--- src/rtl/bp_cfg_boot_sequencer_if.sv ---
// Config-block command/response port: one uncached read or write in flight,
// command held until accepted, response consumed with yumi.
interface bp_cfg_boot_sequencer_if;
  logic        cmd_v_o;
  logic        cmd_w_o;
  logic [15:0] cmd_addr_o;
  logic [63:0] cmd_data_o;
  logic        cmd_ready_and_i;
  logic        resp_v_i;
  logic [63:0] resp_data_i;
  logic        resp_yumi_o;

  modport master (
    output cmd_v_o, cmd_w_o, cmd_addr_o, cmd_data_o, resp_yumi_o,
    input  cmd_ready_and_i, resp_v_i, resp_data_i
  );

  modport slave (
    input  cmd_v_o, cmd_w_o, cmd_addr_o, cmd_data_o, resp_yumi_o,
    output cmd_ready_and_i, resp_v_i, resp_data_i
  );
endinterface

--- src/rtl/bp_cfg_boot_sequencer.sv ---
// Tile boot sequencer: freeze, program domain/cache modes, load+verify CCE ucode, set CCE mode, unfreeze.
// One command outstanding; 2 cycles per write, 3 per ucode word at zero stall; command held while not ready.
module bp_cfg_boot_sequencer #(
  parameter int          ucode_width_p = 64,
  parameter int          ucode_depth_p = 256,
  parameter logic [15:0] freeze_addr_p = 16'h0001,
  parameter logic [15:0] domain_addr_p = 16'h0002,
  parameter logic [15:0] icache_addr_p = 16'h0003,
  parameter logic [15:0] dcache_addr_p = 16'h0004,
  parameter logic [15:0] cce_addr_p    = 16'h0005,
  parameter logic [15:0] ucode_base_p  = 16'h8000,
  localparam int ucode_addr_width_lp = (ucode_depth_p > 1) ? $clog2(ucode_depth_p) : 1
) (
  input  logic                           clk_i,
  input  logic                           reset_n_i,
  input  logic                           start_i,
  input  logic                           skip_ucode_i,
  input  logic [7:0]                     domain_mask_i,
  input  logic [3:0]                     icache_mode_i,
  input  logic [3:0]                     dcache_mode_i,
  input  logic [3:0]                     cce_mode_i,
  bp_cfg_boot_sequencer_if.master        cfg_if,
  output logic                           ucode_r_v_o,
  output logic [ucode_addr_width_lp-1:0] ucode_addr_o,
  input  logic [ucode_width_p-1:0]       ucode_data_i,
  output logic                           busy_o,
  output logic                           done_o,
  output logic                           error_o
);

  typedef enum logic [3:0] {
    ST_IDLE, ST_FREEZE, ST_DOMAIN, ST_ICACHE, ST_DCACHE,
    ST_UC_LOAD, ST_UC_VERIFY, ST_CCE, ST_UNFREEZE, ST_DONE, ST_ERROR
  } step_e;

  typedef enum logic [1:0] {PH_FETCH, PH_SEND, PH_WAIT} phase_e;

  localparam logic [ucode_addr_width_lp-1:0] ucode_last_lp = ucode_addr_width_lp'(ucode_depth_p - 1);

  step_e  step_q, step_n, step_after;
  phase_e phase_q, phase_n;
  logic [ucode_addr_width_lp-1:0] cnt_q, cnt_n;

  logic                     fetch_q;
  logic [ucode_width_p-1:0] word_q;
  logic [ucode_width_p-1:0] cur_word;
  logic [63:0]              word_ext;

  logic       skip_q;
  logic [7:0] domain_q;
  logic [3:0] icache_q, dcache_q, cce_q;

  logic        idle_like, start_take, is_uc;
  logic        send_w;
  logic [15:0] send_addr;
  logic [63:0] send_data;

  assign idle_like  = (step_q == ST_IDLE) || (step_q == ST_DONE) || (step_q == ST_ERROR);
  assign start_take = idle_like && start_i;
  assign is_uc      = (step_q == ST_UC_LOAD) || (step_q == ST_UC_VERIFY);

  // ROM data is only valid the cycle after FETCH; later SEND cycles use the latched copy
  assign cur_word = fetch_q ? ucode_data_i : word_q;

  always_ff @(posedge clk_i or negedge reset_n_i) begin
    if (!reset_n_i) begin
      step_q   <= ST_IDLE;
      phase_q  <= PH_SEND;
      cnt_q    <= '0;
      fetch_q  <= 1'b0;
      word_q   <= '0;
      skip_q   <= 1'b0;
      domain_q <= '0;
      icache_q <= '0;
      dcache_q <= '0;
      cce_q    <= '0;
    end else begin
      step_q  <= step_n;
      phase_q <= phase_n;
      cnt_q   <= cnt_n;
      fetch_q <= ucode_r_v_o;
      if (fetch_q) begin
        word_q <= ucode_data_i;
      end
      if (start_take) begin
        skip_q   <= skip_ucode_i;
        domain_q <= domain_mask_i;
        icache_q <= icache_mode_i;
        dcache_q <= dcache_mode_i;
        cce_q    <= cce_mode_i;
      end
    end
  end

  always_comb begin
    step_after = ST_DONE;
    case (step_q)
      ST_FREEZE:    step_after = ST_DOMAIN;
      ST_DOMAIN:    step_after = ST_ICACHE;
      ST_ICACHE:    step_after = ST_DCACHE;
      ST_DCACHE:    step_after = skip_q ? ST_CCE : ST_UC_LOAD;
      ST_UC_LOAD:   step_after = ST_UC_VERIFY;
      ST_UC_VERIFY: step_after = ST_CCE;
      ST_CCE:       step_after = ST_UNFREEZE;
      default:      step_after = ST_DONE;
    endcase
  end

  always_comb begin
    word_ext = '0;
    word_ext[ucode_width_p-1:0] = cur_word;
  end

  always_comb begin
    send_w    = 1'b1;
    send_addr = '0;
    send_data = '0;
    case (step_q)
      ST_FREEZE: begin
        send_addr = freeze_addr_p;
        send_data = 64'd1;
      end
      ST_DOMAIN: begin
        send_addr = domain_addr_p;
        send_data = 64'(domain_q);
      end
      ST_ICACHE: begin
        send_addr = icache_addr_p;
        send_data = 64'(icache_q);
      end
      ST_DCACHE: begin
        send_addr = dcache_addr_p;
        send_data = 64'(dcache_q);
      end
      ST_UC_LOAD: begin
        send_addr = ucode_base_p + 16'(cnt_q);
        send_data = word_ext;
      end
      ST_UC_VERIFY: begin
        send_w    = 1'b0;
        send_addr = ucode_base_p + 16'(cnt_q);
      end
      ST_CCE: begin
        send_addr = cce_addr_p;
        send_data = 64'(cce_q);
      end
      ST_UNFREEZE: send_addr = freeze_addr_p;
      default:     send_w    = 1'b0;
    endcase
  end

  always_comb begin
    step_n             = step_q;
    phase_n            = phase_q;
    cnt_n              = cnt_q;
    cfg_if.cmd_v_o     = 1'b0;
    cfg_if.cmd_w_o     = 1'b0;
    cfg_if.cmd_addr_o  = '0;
    cfg_if.cmd_data_o  = '0;
    cfg_if.resp_yumi_o = 1'b0;
    ucode_r_v_o        = 1'b0;
    ucode_addr_o       = '0;
    busy_o             = 1'b0;
    done_o             = 1'b0;
    error_o            = 1'b0;
    case (step_q)
      ST_IDLE, ST_DONE, ST_ERROR: begin
        done_o  = (step_q == ST_DONE);
        error_o = (step_q == ST_ERROR);
        if (start_i) begin
          step_n  = ST_FREEZE;
          phase_n = PH_SEND;
          cnt_n   = '0;
        end
      end
      default: begin
        busy_o = 1'b1;
        case (phase_q)
          PH_FETCH: begin
            ucode_r_v_o  = 1'b1;
            ucode_addr_o = cnt_q;
            phase_n      = PH_SEND;
          end
          PH_SEND: begin
            cfg_if.cmd_v_o    = 1'b1;
            cfg_if.cmd_w_o    = send_w;
            cfg_if.cmd_addr_o = send_addr;
            cfg_if.cmd_data_o = send_data;
            if (cfg_if.cmd_ready_and_i) begin
              phase_n = PH_WAIT;
            end
          end
          default: begin
            cfg_if.resp_yumi_o = cfg_if.resp_v_i;
            if (cfg_if.resp_v_i) begin
              // A bad readback leaves the tile frozen for the host to inspect
              if (step_q == ST_UC_VERIFY && cfg_if.resp_data_i[ucode_width_p-1:0] != word_q) begin
                step_n = ST_ERROR;
              end else if (is_uc && cnt_q != ucode_last_lp) begin
                cnt_n   = cnt_q + ucode_addr_width_lp'(1);
                phase_n = PH_FETCH;
              end else begin
                cnt_n   = '0;
                step_n  = step_after;
                phase_n = (step_after == ST_UC_LOAD || step_after == ST_UC_VERIFY) ? PH_FETCH : PH_SEND;
              end
            end
          end
        endcase
      end
    endcase
  end

endmodule

--- src/flat_wrapper.sv ---
// flat-port wrapper written by rule: the top's interface ports become plain ports
module bp_cfg_boot_sequencer_flat 
#(
  parameter int          ucode_width_p = 64,
  parameter int          ucode_depth_p = 256,
  parameter logic [15:0] freeze_addr_p = 16'h0001,
  parameter logic [15:0] domain_addr_p = 16'h0002,
  parameter logic [15:0] icache_addr_p = 16'h0003,
  parameter logic [15:0] dcache_addr_p = 16'h0004,
  parameter logic [15:0] cce_addr_p    = 16'h0005,
  parameter logic [15:0] ucode_base_p  = 16'h8000,
  localparam int ucode_addr_width_lp = (ucode_depth_p > 1) ? $clog2(ucode_depth_p) : 1
)
  (clk_i, reset_n_i, start_i, skip_ucode_i, domain_mask_i, icache_mode_i, dcache_mode_i, cce_mode_i, ucode_r_v_o, ucode_addr_o, ucode_data_i, busy_o, done_o, error_o, cfg_if_cmd_v_o, cfg_if_cmd_w_o, cfg_if_cmd_addr_o, cfg_if_cmd_data_o, cfg_if_resp_yumi_o, cfg_if_cmd_ready_and_i, cfg_if_resp_v_i, cfg_if_resp_data_i);
  bp_cfg_boot_sequencer_if cfg_if_i ();
  input  logic clk_i;
  input  logic reset_n_i;
  input  logic start_i;
  input  logic skip_ucode_i;
  input  logic [7:0] domain_mask_i;
  input  logic [3:0] icache_mode_i;
  input  logic [3:0] dcache_mode_i;
  input  logic [3:0] cce_mode_i;
  output logic ucode_r_v_o;
  output logic [ucode_addr_width_lp-1:0] ucode_addr_o;
  input  logic [ucode_width_p-1:0] ucode_data_i;
  output logic busy_o;
  output logic done_o;
  output logic error_o;
  output wire logic [$bits(cfg_if_i.cmd_v_o)-1:0] cfg_if_cmd_v_o;
  output wire logic [$bits(cfg_if_i.cmd_w_o)-1:0] cfg_if_cmd_w_o;
  output wire logic [$bits(cfg_if_i.cmd_addr_o)-1:0] cfg_if_cmd_addr_o;
  output wire logic [$bits(cfg_if_i.cmd_data_o)-1:0] cfg_if_cmd_data_o;
  output wire logic [$bits(cfg_if_i.resp_yumi_o)-1:0] cfg_if_resp_yumi_o;
  input wire logic [$bits(cfg_if_i.cmd_ready_and_i)-1:0] cfg_if_cmd_ready_and_i;
  input wire logic [$bits(cfg_if_i.resp_v_i)-1:0] cfg_if_resp_v_i;
  input wire logic [$bits(cfg_if_i.resp_data_i)-1:0] cfg_if_resp_data_i;
  assign cfg_if_cmd_v_o = cfg_if_i.cmd_v_o;
  assign cfg_if_cmd_w_o = cfg_if_i.cmd_w_o;
  assign cfg_if_cmd_addr_o = cfg_if_i.cmd_addr_o;
  assign cfg_if_cmd_data_o = cfg_if_i.cmd_data_o;
  assign cfg_if_resp_yumi_o = cfg_if_i.resp_yumi_o;
  assign cfg_if_i.cmd_ready_and_i = cfg_if_cmd_ready_and_i;
  assign cfg_if_i.resp_v_i = cfg_if_resp_v_i;
  assign cfg_if_i.resp_data_i = cfg_if_resp_data_i;
  bp_cfg_boot_sequencer #(.ucode_width_p(ucode_width_p), .ucode_depth_p(ucode_depth_p), .freeze_addr_p(freeze_addr_p), .domain_addr_p(domain_addr_p), .icache_addr_p(icache_addr_p), .dcache_addr_p(dcache_addr_p), .cce_addr_p(cce_addr_p), .ucode_base_p(ucode_base_p)) u_core (.clk_i(clk_i), .reset_n_i(reset_n_i), .start_i(start_i), .skip_ucode_i(skip_ucode_i), .domain_mask_i(domain_mask_i), .icache_mode_i(icache_mode_i), .dcache_mode_i(dcache_mode_i), .cce_mode_i(cce_mode_i), .cfg_if(cfg_if_i), .ucode_r_v_o(ucode_r_v_o), .ucode_addr_o(ucode_addr_o), .ucode_data_i(ucode_data_i), .busy_o(busy_o), .done_o(done_o), .error_o(error_o));
endmodule
--- config.mk ---
export PLATFORM = sky130hd
export DESIGN_NAME = bp_cfg_boot_sequencer_flat
export DESIGN_NICKNAME = d
export VERILOG_FILES = /design/src/rtl/bp_cfg_boot_sequencer_if.sv /design/src/rtl/bp_cfg_boot_sequencer.sv /design/src/flat_wrapper.sv
export SDC_FILE = /design/constraint.sdc
export NUM_CORES = 1
export LEC_CHECK = 0
export ABC_AREA = 1
export CAP_MARGIN = 15
export CORE_MARGIN = 5
export CORE_UTILIZATION = 44
export DETAILED_ROUTE_END_ITERATION = 8
export GPL_ROUTABILITY_DRIVEN = 0
export GPL_TIMING_DRIVEN = 0
export PLACE_DENSITY = 0.83
export SLEW_MARGIN = 5
export SYNTH_ARGS = -nofsm -noshare
export SYNTH_HDL_FRONTEND = slang
export SYNTH_SLANG_ARGS = --single-unit
export TNS_END_PERCENT = 100
--- constraint.sdc ---
create_clock -name clk_i -period 2.25 [get_ports clk_i]
set_input_delay 0.45 -clock clk_i [delete_from_list [all_inputs] [get_ports clk_i]]
set_output_delay 0.45 -clock clk_i [all_outputs]
set_load 0.05 [all_outputs]
==> results of run 1 <==
[flip-flops by register name, summed over array words and instances (netlist names)]
| signal | cells |
|---|---|
| u_core.cce_q | 4 |
| u_core.cnt_q | 8 |
| u_core.dcache_q | 4 |
| u_core.domain_q | 8 |
| u_core.fetch_q | 1 |
| u_core.icache_q | 4 |
| u_core.phase_q | 2 |
| u_core.skip_q | 1 |
| u_core.step_q | 4 |
| u_core.word_q | 64 |
[logic make-up (layout without fill, tap and decap cells)]
family          count (synthesis)  after routing
simple gates                  510            512
buf+inv                       188            491
flops                         100            100
compound gates                 99             99
mux                            19             19
xor+xnor                       14             14
fa+ha+maj                       1              1
other cells                     1              7
[area by class of cell]
cell class	instances	area, sq um
Inverter	154	599
Tap cell	180	225
Sequential cell	100	2510
Fill cell	929	3030
Buffer	34	294
Clock inverter	6	63.8
Multi-Input combinational cell	652	3790
Timing Repair Buffer	287	3130
Clock buffer	10	229
[metrics by stage]
step           power [mW]  area (sq um)   util
2_1_floorplan        6.77          6630      -
3_3_place_gp         8.25          9270  0.668
3_5_place_dp         8.39          9290  0.670
4_1_cts              10.7         10100  0.727
5_1_grt              12.4         10800  0.781
6_report             11.7         10800  0.781
[routing by layer]
| metal | wire (um) | vias to the layer above | share of wire | GRT usage |
|---|---|---|---|---|
| li1 | - | 3431 | - | - |
| met1 | 9040 | 3372 | 0.37 | 0.310 |
| met2 | 12300 | 342 | 0.51 | 0.459 |
| met3 | 2000 | 77 | 0.082 | 0.0581 |
| met4 | 893 | 0 | 0.037 | 0.0926 |
| met5 | 0 | - | 0 | 0 |
[synth_stat cells, drive strengths merged]
cell     instances
nand2          324
inv            154
nor2           152
dfrtp           99
o21ai           73
buf             19
mux2            19
clkbuf          15
or2             15
xor2            14
nand3           10
a22oi            8
a21oi            6
nor3             5
a41oi            4
nand4            3
a211oi           2
a21boi           2
a22o             1
a31oi            1
conb             1
dfstp            1
ha               1
nor3b            1
o2111ai          1
o22ai            1
[layout by cell type (no fill, tap or decap), types with 4 or more instances in the layout]
cell type	netlist	routed
or2_2	15	15
clkinvlp_4	0	5
clkbuf_4	0	6
xor2_1	14	14
nor2_2	4	35
buf_6	1	74
nand2_1	319	282
o21ai_0	67	61
clkbuf_16	0	13
conb_1	1	7
dfrtp_2	0	5
clkbuf_2	0	4
inv_1	151	141
buf_12	0	7
inv_4	0	4
nand3_1	10	10
buf_8	0	25
inv_2	3	6
clkbuf_1	15	4
mux2_2	19	19
o21ai_1	2	5
nand2_2	4	30
nor3_1	5	5
dfrtp_1	99	94
a41oi_2	0	4
o21ai_2	4	5
a22oi_2	0	6
buf_4	7	36
buf_2	9	6
nor2_4	2	54
nor2_1	146	63
clkdlybuf4s50_1	0	152
nand2_4	1	11
[critical path, cell delays in order, from the launching register on]
cell,delay (ns)
dfrtp_2,0.43
buf_12,0.14
nand2_4,0.09
inv_4,0.07
nor2_4,0.11
nand2_2,0.07
nand2_4,0.10
buf_12,0.12
clkinvlp_4,0.20
nand2_8,0.17
clkinvlp_4,0.10
buf_6,0.15
[worst paths after layout]
path	endpoint	slack, ns
max	ucode_r_v_o	-0.32
min	u_core.cnt_q[1]$_DFFE_PN0P_	0.11
max reg2reg	u_core.phase_q[0]$_DFFE_PN1P_	0.07
min reg2reg	u_core.dcache_q[3]$_DFFE_PN0P_	0.51
max in group asynchronous	u_core.step_q[1]$_DFFE_PN0P_	1.42
min in group clk_i	u_core.dcache_q[3]$_DFFE_PN0P_	0.51
[where the power goes]
part | leakage (nW) | internal (mW) | total, mW | switching, mW
registers | 1.20 | 2.64 | 3.23 | 0.591
clock network | 0.139 | 0.864 | 1.57 | 0.708
logic | 3.76 | 2.59 | 6.91 | 4.32
total | 5.11 | 6.09 | 11.7 | 5.62
[timing repair]
item | CTS | global route
cloned | 3 | 4
pin swaps | 13 | 34
endpoints found under the setup margin | 88 | 99
resized for setup | 663 | 152
buffers inserted | 20 | 22
==> impl_metrics.json, run 1 <==
{
  "status": "finished, violations left",
  "violations": "setup timing",
  "critPathCaptureType": "output pin",
  "syn_area_sq_um": 6210,
  "yosysWarningCount": 0,
  "grt_max_degree": 57,
  "peakVddDrop_v": 0.00102,
  "drv_cap": 0,
  "setup_viol": 86,
  "place_inst": 1360,
  "synth.largest_area_cell": "dfrtp_1",
  "cts_max_level": 3,
  "die_area_sq_um": 16600,
  "tightestPinTransition_ns": 0.688,
  "stdcell_count": 1423,
  "critPathKind": "register to output pin",
  "hold_violations": 0,
  "fin_crit_sh": 1.14,
  "coreArea_sq_um": 13900,
  "synth-simple-area-share": 0.326,
  "synth_area_leaders": "dfrtp_1 (40%), nand2_1 (19%), inv_1 (9.1%), nor2_1 (8.8%), o21ai_0 (5.4%)",
  "cp-startpoint": "u_core.step_q[0]$_DFFE_PN0P_",
  "synth_fa_ha_area_frac": 0.00202,
  "routedWlPerCell_um": 17.1,
  "rr_worst_depth": 14,
  "synth-seq-area-share": 0.403,
  "grt_pass1_vias": 6738,
  "grt_pass1_wl_um": 33700,
  "cts_buffer_depth": 2,
  "rsz0062_at_grt": "true",
  "clock.fmax_mhz": 389,
  "drive_gt1_frac": 0.315,
  "track_usage": 0.260,
  "power_density_nw_per_um2": 1080,
  "synth_top_family_by_area": "simple AND/OR/NAND/NOR gates",
  "synthToLayoutAreaGrowth_pct": 74.7,
  "first_pass_iters": 5,
  "drv_slew": 0,
  "synth_xor_area_frac": 0.0198,
  "dp_hpwl_um": 16300,
  "arrival_ns": 2.12,
  "cts_inserted_buffers": 9,
  "drt-vias-per-instance": 5.08,
  "path_clk_slew_ns": 0.07,
  "post_synth_mux_area_share": 0.0345,
  "die_y_um": 129,
  "startpoint_type": "register",
  "antenna_found_initial": 0,
  "drcViolationCount": 0,
  "worstPathRequired_ns": 1.80,
  "cp_max_fo": 5,
  "vias": 7222,
  "initial_core_util": 0.447,
  "period_needed_ns": 2.57,
  "slew_headroom": 0.540,
  "setup_ws_ns": -0.318,
  "p_leak_nw": 5.11,
  "finClkSkew_ns": 0.00860,
  "cts_hold_buffers": 0,
  "cts_tree": "done",
  "hp-class": "input port to async pin",
  "synth_compound_area_frac": 0.0929,
  "dieWidth_um": 129,
  "fin_hold_ws_ns": 0.106,
  "pin_count": 249,
  "r2r-start": "u_core.step_q[0]$_DFFE_PN0P_",
  "drt_iter0_markers": 354,
  "clockRootBuffer": "clkbuf_16",
  "setup_tns_ns": -17.99,
  "synth_cells": 932,
  "dpl_worst_slack_ns": -1.11,
  "layout.nets": 1393,
  "ys_seq_elements": 100,
  "clock-sinks": 100,
  "wirelength_um": 24300,
  "diodes": 0,
  "clk_latency_ns": 0.35,
  "synth_top_area_share": 0.399,
  "io_buffer_count": 241,
  "ant_nets": 0,
  "postSynthAreaPerCell_sq_um": 6.66,
  "gr-total-overflow": 0,
  "core.rowCount": 43,
  "ys_types": 37
}
Note: power is estimated with default switching activity, not from simulation.
==> run 2: changes to the inputs <==
--- a/config.mk
+++ b/config.mk
@@ -9,6 +9,7 @@
 export CAP_MARGIN = 15
 export CORE_MARGIN = 5
 export CORE_UTILIZATION = 44
+export CTS_BUF_LIST = sky130_fd_sc_hd__clkbuf_16
 export DETAILED_ROUTE_END_ITERATION = 8
 export GPL_ROUTABILITY_DRIVEN = 0
 export GPL_TIMING_DRIVEN = 0
==> run 2 against run 1 <==
  * Worst hold slack improved by 0.0016 ns
  * First-iteration DRC count unchanged
  * Critical path depth unchanged
  * The run still ends with setup timing left
  * Critical path type unchanged
  * Cell area unchanged
  * Register-to-register slack about the same
  * Via count about the same
==> impl_metrics.json, run 2 (same netlist as run 1, synthesis figures left out) <==
{
  "arrival_ns": 2.12,
  "hp-class": "input port to async pin",
  "worstPathRequired_ns": 1.80,
  "cts_max_level": 3,
  "coreArea_sq_um": 13900,
  "path_cells": "buf_12, nand2_4, inv_4, nor2_4, nand2_2, nand2_4, buf_12, clkinvlp_4, nand2_8, clkinvlp_4, buf_6",
  "slew_headroom": 0.543,
  "setup_ws_ns": -0.320,
  "use_met3": 0.0581,
  "layout.nets": 1393,
  "grt_pass1_wl_um": 33700,
  "hold_violations": 0,
  "critical_path.max_stage_delay_ns": 0.43,
  "register_area_sq_um": 2510,
  "cts_hold_buffers": 0,
  "drt-vias-per-instance": 5.07,
  "drv_cap": 0,
  "stdcell_count": 1423,
  "grt_max_degree": 57,
  "tightestPinTransition_ns": 0.683,
  "critical-path-top-delay-family": "buffers and inverters",
  "drive_gt1_frac": 0.315,
  "setup_viol": 86,
  "clock.fmax_mhz": 389,
  "dpl_worst_slack_ns": -1.11,
  "drv_slew": 0,
  "diodes": 0,
  "multi_input_area_sq_um": 3790,
  "most-common-layout-cells": "nand2_1 (282), clkdlybuf4s50_1 (152), inv_1 (142)",
  "dieWidth_um": 129,
  "fillers": 929,
  "largest_register_ffs": 64,
  "peakVddDrop_v": 0.00102,
  "first_pass_iters": 5,
  "clockRootBuffer": "clkbuf_16",
  "reg.largest.list": "u_core.word_q: 64 flops, u_core.cnt_q: 8 flops, u_core.domain_q: 8 flops",
  "grt_pass1_vias": 6738,
  "critPathSlowestCell": "dfrtp_2",
  "violations": "setup timing",
  "startpoint_type": "register",
  "critPathCaptureType": "output pin",
  "final_core_util": 0.781,
  "cp_max_fo": 5,
  "track_usage": 0.260,
  "place_inst": 1360,
  "core.rowCount": 43,
  "use_met2": 0.459,
  "die_y_um": 129,
  "cts_tree": "done",
  "setup_tns_ns": -18.26,
  "cts_inserted_buffers": 9,
  "critPathKind": "register to output pin",
  "fin_hold_ws_ns": 0.108,
  "top_register": "u_core.word_q",
  "synthToLayoutAreaGrowth_pct": 74.7,
  "drcViolationCount": 0,
  "grt_util_met1": 0.310,
  "finClkSkew_ns": 0.00821,
  "wirelength_um": 24300,
  "pin_count": 249,
  "critical_path_buf_inv_count": 6,
  "die_area_sq_um": 16600,
  "path_clk_slew_ns": 0.07,
  "status": "finished, violations left",
  "routedWlPerCell_um": 17.1,
  "gr-total-overflow": 0,
  "clk_latency_ns": 0.35,
  "power_density_nw_per_um2": 1080,
  "period_needed_ns": 2.57,
  "ant_nets": 0,
  "antenna_found_initial": 0,
  "io_buffer_count": 241,
  "fin_crit_sh": 1.14,
  "p_leak_nw": 5.11,
  "cts_buffer_depth": 2,
  "clock-sinks": 100,
  "rsz0062_at_grt": "true",
  "busiest_layer": "met2",
  "dp_hpwl_um": 16300,
  "vias": 7221,
  "initial_core_util": 0.447,
  "layout_commonest_cell": "nand2_1",
  "drt_iter0_markers": 354
}
run 2: cell count changes in the layout (fill, tap and decap cells not counted), sizes merged:
cell	change
clkbuf	-1
inv	+1
run 2: path summary, 6_finish.rpt:
path	startpoint	end	slack (ns)	cells after the start
setup / recovery	u_core.step_q[0]$_DFFE_PN0P_	ucode_r_v_o	-0.32	11
hold / removal	reset_n_i	u_core.cnt_q[1]$_DFFE_PN0P_	0.11	1
setup reg to reg	u_core.step_q[0]$_DFFE_PN0P_	u_core.phase_q[0]$_DFFE_PN1P_	0.07	14
hold reg to reg	u_core.dcache_q[3]$_DFFE_PN0P_	u_core.dcache_q[3]$_DFFE_PN0P_	0.51	1
max in group asynchronous	reset_n_i	u_core.step_q[1]$_DFFE_PN0P_	1.42	2
min in group clk_i	u_core.dcache_q[3]$_DFFE_PN0P_	u_core.dcache_q[3]$_DFFE_PN0P_	0.51	1
run 2: metrics by stage:
step / power [mW] / cell area [sq um]
floorplan: 6.77 / 6630
global placement: 8.25 / 9270
detailed placement: 8.39 / 9290
CTS: 10.7 / 10100
global route: 12.4 / 10800
finish: 11.7 / 10800
run 2: report_power, final:
group,total [mW],internal (mW),switching [mW],leakage (nW)
sequential,3.23,2.64,0.590,1.20
combinational,6.91,2.59,4.32,3.76
clock,1.56,0.859,0.703,0.143
total,11.7,6.09,5.61,5.11
run 2: layer usage:
layer | share of wire | vias up | wire, um
li1 | - | 3435 | -
met1 | 0.37 | 3351 | 9050
met2 | 0.51 | 350 | 12300
met3 | 0.083 | 85 | 2010
met4 | 0.039 | 0 | 952
met5 | 0 | - | 0
run 2: worst reg2reg max path: stages (launching register included):
cell and delay (ns):
dfrtp_2 0.43, buf_12 0.14, nand2_4 0.09, inv_4 0.07, nor2_4 0.12, nand2_2 0.07
nand2_4 0.10, buf_12 0.12, clkinvlp_4 0.20, buf_4 0.21, o21ai_0 0.19, inv_1 0.11
nand3_1 0.13, nand2_1 0.09, nand2_1 0.07
run 2: layout make-up:
cell class | instances | area share
multi-input combinational | 652 | 0.350
timing repair buffer | 287 | 0.289
sequential | 100 | 0.231
inverter | 154 | 0.0553
buffer | 34 | 0.0271
clock buffer | 9 | 0.0208
tap | 180 | 0.0208
clock inverter | 7 | 0.00623
run 2: what timing repair did:
action | in CTS | in global routing
cloned | 3 | 4
pin swaps | 13 | 34
hold endpoints to repair | 0 | 0
setup buffers | 20 | 22
gates resized for setup | 663 | 152
endpoints found under the setup margin | 88 | 99
==> run 3: changes to the inputs <==
--- a/config.mk
+++ b/config.mk
@@ -9,7 +9,6 @@
 export CAP_MARGIN = 15
 export CORE_MARGIN = 5
 export CORE_UTILIZATION = 44
-export CTS_BUF_LIST = sky130_fd_sc_hd__clkbuf_16
 export DETAILED_ROUTE_END_ITERATION = 8
 export GPL_ROUTABILITY_DRIVEN = 0
 export GPL_TIMING_DRIVEN = 0
==> results of run 3 <==
Final layout, timing and power as in run 1 (identical DEF).
